===== src/rtl/clk_div_ctrl.sv =====
// ---------------------------------------------------------------------------
// clk_div_ctrl
//
// Programmable integer clock divider with glitch-free divisor changes.
//
// The counter runs 0 .. cur_div-1. clk_out is high for the first
// ceil(cur_div/2) counts of each period. A divisor change requested while
// running is held in nxt_div and only takes effect at a period boundary, so
// a period that is in progress never changes length.
//
// Optional feature macro: CLK_DIV_CTRL_ERR_EN
//   undefined : div_val < 2 is clamped to 2 and acknowledged normally
//   defined   : div_val < 2 is rejected, and err pulses for one cycle
//
// Ports
//   clk      in   system clock, rising edge
//   rst_n    in   asynchronous active-low reset
//   en       in   run request; sampled at every period boundary
//   div_req  in   request to load div_val (pulse or level)
//   div_val  in   requested divisor, sampled when div_req=1 and busy=0
//   div_ack  out  1-cycle pulse in the first cycle the new divisor is used
//   busy     out  a divisor change is pending
//   clk_out  out  divided clock, straight from a flop
//   tick     out  high in the last cycle of every divided period
//   err      out  (CLK_DIV_CTRL_ERR_EN only) illegal divisor rejected
//
// Handshake: a request is taken in any cycle with div_req=1 and busy=0.
// Requests seen while busy=1 are dropped without any response. Each taken
// legal request produces exactly one div_ack.
// ---------------------------------------------------------------------------
module clk_div_ctrl #(
    parameter int WIDTH     = 8,
    parameter int RESET_DIV = 7
) (
    input  logic             clk,
    input  logic             rst_n,
    input  logic             en,
    input  logic             div_req,
    input  logic [WIDTH-1:0] div_val,
    output logic             div_ack,
    output logic             busy,
    output logic             clk_out,
    output logic             tick
`ifdef CLK_DIV_CTRL_ERR_EN
    ,
    output logic             err
`endif
);

    localparam logic [WIDTH-1:0] RESET_DIV_W = WIDTH'(RESET_DIV);
    localparam logic [WIDTH-1:0] MIN_DIV     = WIDTH'(2);
    localparam logic [WIDTH-1:0] ONE         = WIDTH'(1);

    typedef enum logic [1:0] {IDLE, RUN, PEND, DRAIN} state_t;

    state_t           state_q, state_d;
    logic [WIDTH-1:0] cnt_q, cnt_d;
    logic [WIDTH-1:0] cur_div_q, cur_div_d;
    logic [WIDTH-1:0] nxt_div_q, nxt_div_d;
    // DRAIN alone does not say whether a change is still owed at the
    // boundary, so that fact is carried alongside it.
    logic             drain_pend_q, drain_pend_d;
    logic             clk_out_q, clk_out_d;
    logic             ack_q, ack_d;

    logic             pending;
    logic             wrap;
    logic             req_legal;
    logic             accept;
    logic             pend_new;
    logic [WIDTH-1:0] req_val;
    logic [WIDTH-1:0] half_d;

`ifdef CLK_DIV_CTRL_ERR_EN
    logic             reject;
    logic             err_q;
`endif

    assign pending = (state_q == PEND) || ((state_q == DRAIN) && drain_pend_q);
    assign wrap    = (state_q != IDLE) && (cnt_q == (cur_div_q - ONE));

    assign req_val = (div_val < MIN_DIV) ? MIN_DIV : div_val;
`ifdef CLK_DIV_CTRL_ERR_EN
    assign req_legal = (div_val >= MIN_DIV);
    assign reject    = div_req && !pending && !req_legal;
`else
    assign req_legal = 1'b1;
`endif
    assign accept = div_req && !pending && req_legal;

    always_comb begin
        state_d      = state_q;
        cnt_d        = cnt_q;
        cur_div_d    = cur_div_q;
        nxt_div_d    = nxt_div_q;
        drain_pend_d = drain_pend_q;
        ack_d        = 1'b0;
        pend_new     = 1'b0;

        case (state_q)
            IDLE: begin
                cnt_d = '0;
                // A change and a start on the same edge: the new divisor is
                // loaded first, so the first period already uses it.
                if (accept) begin
                    cur_div_d = req_val;
                    ack_d     = 1'b1;
                end
                if (en) begin
                    state_d = RUN;
                end
            end
            default: begin
                if (wrap) begin
                    cnt_d        = '0;
                    drain_pend_d = 1'b0;
                    if (pending) begin
                        cur_div_d = nxt_div_q;
                        ack_d     = 1'b1;
                    end
                    if (en) begin
                        // A request taken in the tick cycle waits a full
                        // period: the boundary it arrived at is already
                        // committed to the old divisor.
                        state_d = accept ? PEND : RUN;
                        if (accept) begin
                            nxt_div_d = req_val;
                        end
                    end else begin
                        // Stopping: no further period to wait for, so a
                        // request taken now is applied on entry to IDLE.
                        state_d = IDLE;
                        if (accept) begin
                            cur_div_d = req_val;
                            ack_d     = 1'b1;
                        end
                    end
                end else begin
                    cnt_d    = cnt_q + ONE;
                    pend_new = pending || accept;
                    if (accept) begin
                        nxt_div_d = req_val;
                    end
                    if (en) begin
                        state_d = pend_new ? PEND : RUN;
                    end else begin
                        state_d      = DRAIN;
                        drain_pend_d = pend_new;
                    end
                end
            end
        endcase

        // clk_out is registered, so it is computed from the next count and
        // next divisor to line up with cnt in the following cycle.
        half_d    = (cur_div_d >> 1) + {{(WIDTH-1){1'b0}}, cur_div_d[0]};
        clk_out_d = (state_d != IDLE) && (cnt_d < half_d);
    end

    always_ff @(posedge clk or negedge rst_n) begin
        if (!rst_n) begin
            state_q      <= IDLE;
            cnt_q        <= '0;
            cur_div_q    <= RESET_DIV_W;
            nxt_div_q    <= RESET_DIV_W;
            drain_pend_q <= 1'b0;
            clk_out_q    <= 1'b0;
            ack_q        <= 1'b0;
        end else begin
            state_q      <= state_d;
            cnt_q        <= cnt_d;
            cur_div_q    <= cur_div_d;
            nxt_div_q    <= nxt_div_d;
            drain_pend_q <= drain_pend_d;
            clk_out_q    <= clk_out_d;
            ack_q        <= ack_d;
        end
    end

`ifdef CLK_DIV_CTRL_ERR_EN
    always_ff @(posedge clk or negedge rst_n) begin
        if (!rst_n) begin
            err_q <= 1'b0;
        end else begin
            err_q <= reject;
        end
    end
    assign err = err_q;
`endif

    assign div_ack = ack_q;
    assign busy    = pending;
    assign clk_out = clk_out_q;
    assign tick    = wrap;

endmodule


===== config.mk =====
export PLATFORM = sky130hd
export DESIGN_NAME = clk_div_ctrl
export DESIGN_NICKNAME = d
export VERILOG_FILES = /design/src/rtl/clk_div_ctrl.sv
export SDC_FILE = /design/constraint.sdc
export NUM_CORES = 1
export LEC_CHECK = 0
export ABC_AREA = 1
export BUFFER_PORTS_ARGS = -buffer_cell sky130_fd_sc_hd__buf_2
export CAP_MARGIN = 20
export CORE_ASPECT_RATIO = 1.1
export CORE_MARGIN = 8
export CORE_UTILIZATION = 45
export CTS_CLUSTER_DIAMETER = 40
export DETAILED_ROUTE_END_ITERATION = 16
export GPL_TIMING_DRIVEN = 0
export PLACE_DENSITY = 0.61
export RECOVER_POWER = 50
export SKIP_CTS_REPAIR_TIMING = 1
export SYNTH_ARGS = -nofsm -noshare
export SYNTH_HDL_FRONTEND = slang
export SYNTH_SLANG_ARGS = --single-unit

===== constraint.sdc =====
create_clock -name clk -period 3.7 [get_ports clk]
set_clock_uncertainty 0.2 [all_clocks]
set_input_delay 0.185 -clock clk [delete_from_list [all_inputs] [get_ports clk]]
set_output_delay 0.185 -clock clk [all_outputs]
set_load 0.05 [all_outputs]

==> impl_metrics.ini, run 1 <==
[drt]
routed-via-count = 2555
via_per_inst = 5.11
drc_errors = 0
drt_first_pass_iters = 4
routed_wirelength_um = 7080
first_iter_violations = 165
post_drt_wl_per_cell_um = 14.2
postRouteAntennaNets = 0

[yosys]
ys_warn_count = 0
postSynthAreaPerCell_um2 = 6.48
synth_top_area_frac = 0.230
synthArstFlopShare = 1.00
synthCells = 387
yosys.area.top_type = dfrtp_1
seq_area_frac_synth = 0.292
syn_area_mm2 = 0.00251
synth_edf_count = 0
syn_nets = 410
synth-seq-cells = 29
yosys.cell_count.top_type = nand2_1
synth_common_cells = nand2_1, inv_1, nor2_1
synth_flop_cell = dfrtp_1
synth_cell_type_count = 39
yosys-top-cells-area = dfrtp_1, nand2_1, dfstp_2, nand3_1, inv_1

[place]
dp.cells = 476
preCtsSetupSlack_ns = -0.377
gp_congestion = 0.900
place_area_mm2 = 0.00267
port_buffers = 14
dp_hpwl_um = 5420

[sta]
layout_setup_ws_ns = -0.0367
setup_tns_ns = -0.0367
holdWs_ns = -0.0291
finalHoldViolations = 1
tightest_slew_ns = 1.57
setup_violations = 1
drv_slew = 30
rsz0062_at_grt = true
fin_crit_sh = 1.01
slew_headroom = -0.0450
fin_crit_ns = 3.74
clock.fmax_ghz = 0.268

[min_path]
min_path_cells = 3
min_path_type = in -> reg
hp-start = div_val[4]
min_to = nxt_div_q[4]

[setup_path]
end_kind = register
cp_max_fo = 5
reg2reg_slack_ns = -0.04
critPathKind = reg -> reg
r2r_cells = 21
slowest_delay_ns = 0.57
slowest_stage = dfstp_2
r2r-end = clk_out
path_cells = clkinvlp_4, ha_4, nand2_2, nand2_2, nand3_4, nor2_4, nand3_2, nor2_4, buf_6, nand3_2, a32oi_2, ha_2, ha_4, inv_4, nor2_4, nand2_2, xor2_2, ha_2, a21oi_2, o211ai_1, a21oi_1
startpoint_type = register
r2r-start = cur_div_q[0]
arrival_ns = 3.74
worstPathRequired_ns = 3.71

[clocking]
cts_max_level = 2
cts_root_buffer = clkbuf_8
clk_pin_slew_ns = 0.06
clk_latency_ns = 0.28
numCtsBuffers = 5
cts_buffer_depth = 2
cts_tree = done
cts.sinks = 29

[floorplan]
io_pins = 16
die-area_mm2 = 0.00822
die_h_um = 94.3
die_w_um = 87.2
core_area_mm2 = 0.00540
row_count = 28
start_util = 0.465

[layout]
drive_gt1_frac = 0.226
fillerInstances = 545
instances_no_fill = 500
syn2layout_area_growth_pct = 21.0
finalInstanceArea_mm2 = 0.00303
finalNetCount = 447
utilization = 0.562
diodes = 0

[outcome]
violations = hold timing, capacitance limit, slew limit, setup timing
status = finished with violations

[power_and_ir_drop]
finalPower_mw = 2.76
p_per_area_mw_per_mm2 = 911
peakVddDrop_mv = 0.450
p_leak_nw = 1.50

[grt]
antenna_found_initial = 0
grt_pass1_vias = 2432
grt_max_degree = 30
grt_pass1_wl_um = 11400
gr-total-overflow = 0
gr-usage-all-layers = 0.178

[flow_run]
maxCapViolCount = 1
-- logic make-up (layout without fill, tap and decap cells) --
kind of cell               count (synthesis)  after routing  share of synthesized area
DFF                                       29             29                      0.292
and+or+nand+nor                          230            230                      0.405
AOI/OAI and AO/OA                         45             45                      0.103
adders and majority gates                 11             11                     0.0549
xor gates and xnor gates                  12             12                     0.0419
buffers and inverters                     60             98                      0.102
-- registers in the layout (all words and copies together), names as in the netlist --
| signal | cells |
|---|---|
| drain_pend_q | 1 |
| state_q | 2 |
| cur_div_q | 8 |
| div_ack | 1 |
| nxt_div_q | 8 |
| cnt_q | 8 |
| clk_out | 1 |
-- cells in the final DEF, fill, tap and decap left out, types with 6 or more instances in the layout --
cell type | netlist | final
inv_1 | 41 | 37
o21ai_0 | 19 | 17
nand3_1 | 31 | 27
nand2_1 | 132 | 127
nor2_2 | 7 | 7
xor2_1 | 7 | 6
clkbuf_8 | 0 | 6
dfrtp_1 | 23 | 23
buf_4 | 1 | 10
nand2_2 | 7 | 12
nor2_1 | 35 | 33
buf_2 | 4 | 16
a21oi_1 | 11 | 10
clkbuf_1 | 3 | 6
dfstp_2 | 6 | 6
inv_2 | 6 | 8
dlygate4sd3_1 | 0 | 6
ha_1 | 11 | 7
-- per-layer routing --
layer | share of wire | global-route usage | vias to the layer above | wire length (um)
li1 | - | - | 1306 | -
met1 | 0.45 | 0.225 | 1174 | 3190
met2 | 0.49 | 0.303 | 66 | 3480
met3 | 0.039 | 0.0236 | 9 | 276
met4 | 0.019 | 0.0588 | 0 | 138
met5 | 0 | 0 | - | 0
-- cell type report --
| type | count | area, um2 | area share |
|---|---|---|---|
| inverter | 49 | 190 | 0.0627 |
| clock inverter | 1 | 30.0 | 0.00990 |
| sequential | 29 | 733 | 0.242 |
| tap | 75 | 93.8 | 0.0309 |
| timing repair buffer | 30 | 206 | 0.0680 |
| buffer | 11 | 72.6 | 0.0239 |
| multi-input combinational | 298 | 1620 | 0.534 |
| clock buffer | 7 | 86.3 | 0.0285 |
-- worst max path at each step --
stage                      start  endpoint  slack (ns)  cells past startpoint
finish              cur_div_q[0]   clk_out       -0.04                     21
global route        cur_div_q[0]   clk_out       -0.25                     22
CTS                 cur_div_q[0]   clk_out       -0.39                     25
detailed placement  cur_div_q[0]   clk_out       -0.38                     25
global placement    cur_div_q[0]   clk_out       -0.36                     25
floorplan           cur_div_q[0]   clk_out        0.05                     25
-- where the power goes --
| group | switching (mW) | leakage [nW] | internal [mW] |
|---|---|---|---|
| Sequential | 0.116 | 0.342 | 0.478 |
| Combinational | 1.15 | 1.10 | 0.674 |
| Clock | 0.122 | 0.0585 | 0.219 |
| Total | 1.39 | 1.50 | 1.37 |
-- critical path, delay by kind of cell (launching register included) --
| kind | cells | cell delay (ns) |
|---|---|---|
| adder cells (fa/ha/maj) | 4 | 0.94 |
| AND/OR/NAND/NOR | 9 | 0.85 |
| AO/OA/AOI/OAI | 4 | 0.60 |
| flip-flops | 1 | 0.57 |
| buffers and inverters | 3 | 0.35 |
| XOR/XNOR | 1 | 0.15 |
Power figures use the tool's default switching activity.
==> inputs of run 2 (changes only) <==
==> constraint.sdc (replaced) <==
create_clock -name clk -period 3.1 [get_ports clk]
set_clock_uncertainty 0.2 [all_clocks]
set_input_delay 0.155 -clock clk [delete_from_list [all_inputs] [get_ports clk]]
set_output_delay 0.155 -clock clk [all_outputs]
set_load 0.05 [all_outputs]
==> run 2 against run 1 <==
Sequential share of layout area decreased by 0.099 points. Via count increased by 0.78%. Fmax increased by 6.3%. Hold slack improved by 0.037 ns. Critical path type unchanged. Largest cell class unchanged. Non-clock buffer count unchanged. Combinational power increased by 18%. Critical endpoint unchanged. Total power increased by 21%. Count of clock-buffer cells in the layout decreased by 2. Sequential power increased by 19%. Routed wire length increased by 1.3%. The run ends with capacitance limit, slew limit, setup timing left. Core utilization increased by 0.23 points. Critical path depth increased by 2.
==> impl_metrics.ini, run 2 (synthesis results as in run 1) <==
[outcome]
status = finished with violations
violations = capacitance limit, slew limit, setup timing

[setup_path]
arrival_ns = 3.49
r2r-start = cur_div_q[1]
worstPathRequired_ns = 3.07
critPathKind = reg -> reg
slowest_delay_ns = 0.58
reg2reg_slack_ns = -0.42
r2r_cells = 23
cp_max_fo = 6
r2r-end = clk_out
end_kind = register
path_cells = inv_2, ha_4, inv_2, nand2_2, nand2_2, nand3_2, nor2_2, nand3_2, nor2_4, buf_8, nand3_2, a32oi_2, ha_4, ha_4, inv_2, nor2_4, nand3_1, nand2_1, nand2_1, ha_1, nand2_1, o211ai_1, a21oi_1
startpoint_type = register
slowest_stage = dfstp_2

[floorplan]
die-area_mm2 = 0.00822
die_w_um = 87.2
die_h_um = 94.3
core_area_mm2 = 0.00540
row_count = 28
start_util = 0.465
io_pins = 16

[power_and_ir_drop]
finalPower_mw = 3.34
peakVddDrop_mv = 0.554
p_per_area_mw_per_mm2 = 1090
p_leak_nw = 1.51

[drt]
routed-via-count = 2575
drt_first_pass_iters = 4
routed_wirelength_um = 7170
drc_errors = 0
via_per_inst = 5.15
first_iter_violations = 266
postRouteAntennaNets = 0
post_drt_wl_per_cell_um = 14.3

[sta]
fin_crit_ns = 3.52
setup_tns_ns = -0.416
clock.fmax_ghz = 0.284
layout_setup_ws_ns = -0.416
fin_crit_sh = 1.13
drv_slew = 30
slew_headroom = -0.0811
setup_violations = 1
finalHoldViolations = 0
rsz0062_at_grt = true
tightest_slew_ns = 1.62

[grt]
gr-total-overflow = 0
antenna_found_initial = 0
grt_pass1_vias = 2480
grt_pass1_wl_um = 11700
grt_max_degree = 30
gr-usage-all-layers = 0.186

[min_path]
min_to = nxt_div_q[0]
hp-start = div_val[0]
min_path_type = in -> reg
min_path_cells = 5

[clocking]
cts_root_buffer = clkbuf_8
cts_buffer_depth = 2
numCtsBuffers = 5
cts.sinks = 29
cts_tree = done
cts_max_level = 2
clk_latency_ns = 0.29
clk_pin_slew_ns = 0.07

[layout]
drive_gt1_frac = 0.224
finalInstanceArea_mm2 = 0.00305
seq_area_um2 = 733
syn2layout_area_growth_pct = 21.5
fillerInstances = 531
final_common_cell = nand2_1
multiInputGateArea_mm2 = 0.00161
reg_top3 = cnt_q: 8 flops, cur_div_q: 8 flops, nxt_div_q: 8 flops
finalNetCount = 447
diodes = 0
final_cell_mix = nand2_1, inv_1, nor2_1

[place]
place_area_mm2 = 0.00272
gp_congestion = 0.885
port_buffers = 14
dp_hpwl_um = 5470

[flow_run]
maxCapViolCount = 1
[run 2: worst max-delay path by stage]
stage / startpoint / to / slack (ns) / cells past startpoint
3_5_place_dp: cur_div_q[0] / clk_out / -0.56 / 24
6_report: cur_div_q[1] / clk_out / -0.42 / 23
3_3_place_gp: cur_div_q[0] / clk_out / -0.56 / 23
4_1_cts: cur_div_q[0] / clk_out / -0.58 / 24
5_1_grt: cur_div_q[1] / clk_out / -0.63 / 25
2_1_floorplan: cur_div_q[0] / clk_out / -0.23 / 23
[run 2: routing by layer]
layer / GRT usage / share of wire / routed length [um] / vias to the layer above
li1: - / - / - / 1301
met1: 0.227 / 0.46 / 3270 / 1204
met2: 0.315 / 0.49 / 3480 / 57
met3: 0.0271 / 0.034 / 243 / 13
met4: 0.0818 / 0.025 / 176 / 0
met5: 0 / 0 / 0 / -
[run 2: metrics by stage]
stage	setup slack, ns	cells	utilization	hold WS (ns)
after floorplan	-0.230	387	-	-0.341
after global routing	-0.631	500	0.565	0.0739
after detailed placement	-0.563	476	0.505	0.0282
after global placement	-0.557	476	0.505	0.0188
after CTS	-0.584	484	0.530	-0.281
final	-0.416	500	0.565	0.00751
[run 2: layout make-up]
| class | count | share of cell area |
|---|---|---|
| well taps | 75 | 0.0308 |
| plain buffers | 11 | 0.0251 |
| repair buffers | 30 | 0.0674 |
| flip-flops and latches | 29 | 0.241 |
| clock inverters | 3 | 0.0214 |
| inverters | 49 | 0.0628 |
| clock buffers | 5 | 0.0226 |
| multi-input cells | 298 | 0.529 |
[run 2: critical path: cells and delay by family (launching register included)]
| family | cells | cell delay (ns) |
|---|---|---|
| and+or+nand+nor | 12 | 0.96 |
| buffers and inverters | 4 | 0.29 |
| adders and majority gates | 4 | 0.86 |
| DFF | 1 | 0.58 |
| AOI/OAI and AO/OA | 3 | 0.48 |
[run 2: where the power goes]
part,internal (mW),switching (mW)
registers,0.571,0.137
clock network,0.319,0.154
logic,0.776,1.38
total,1.67,1.67
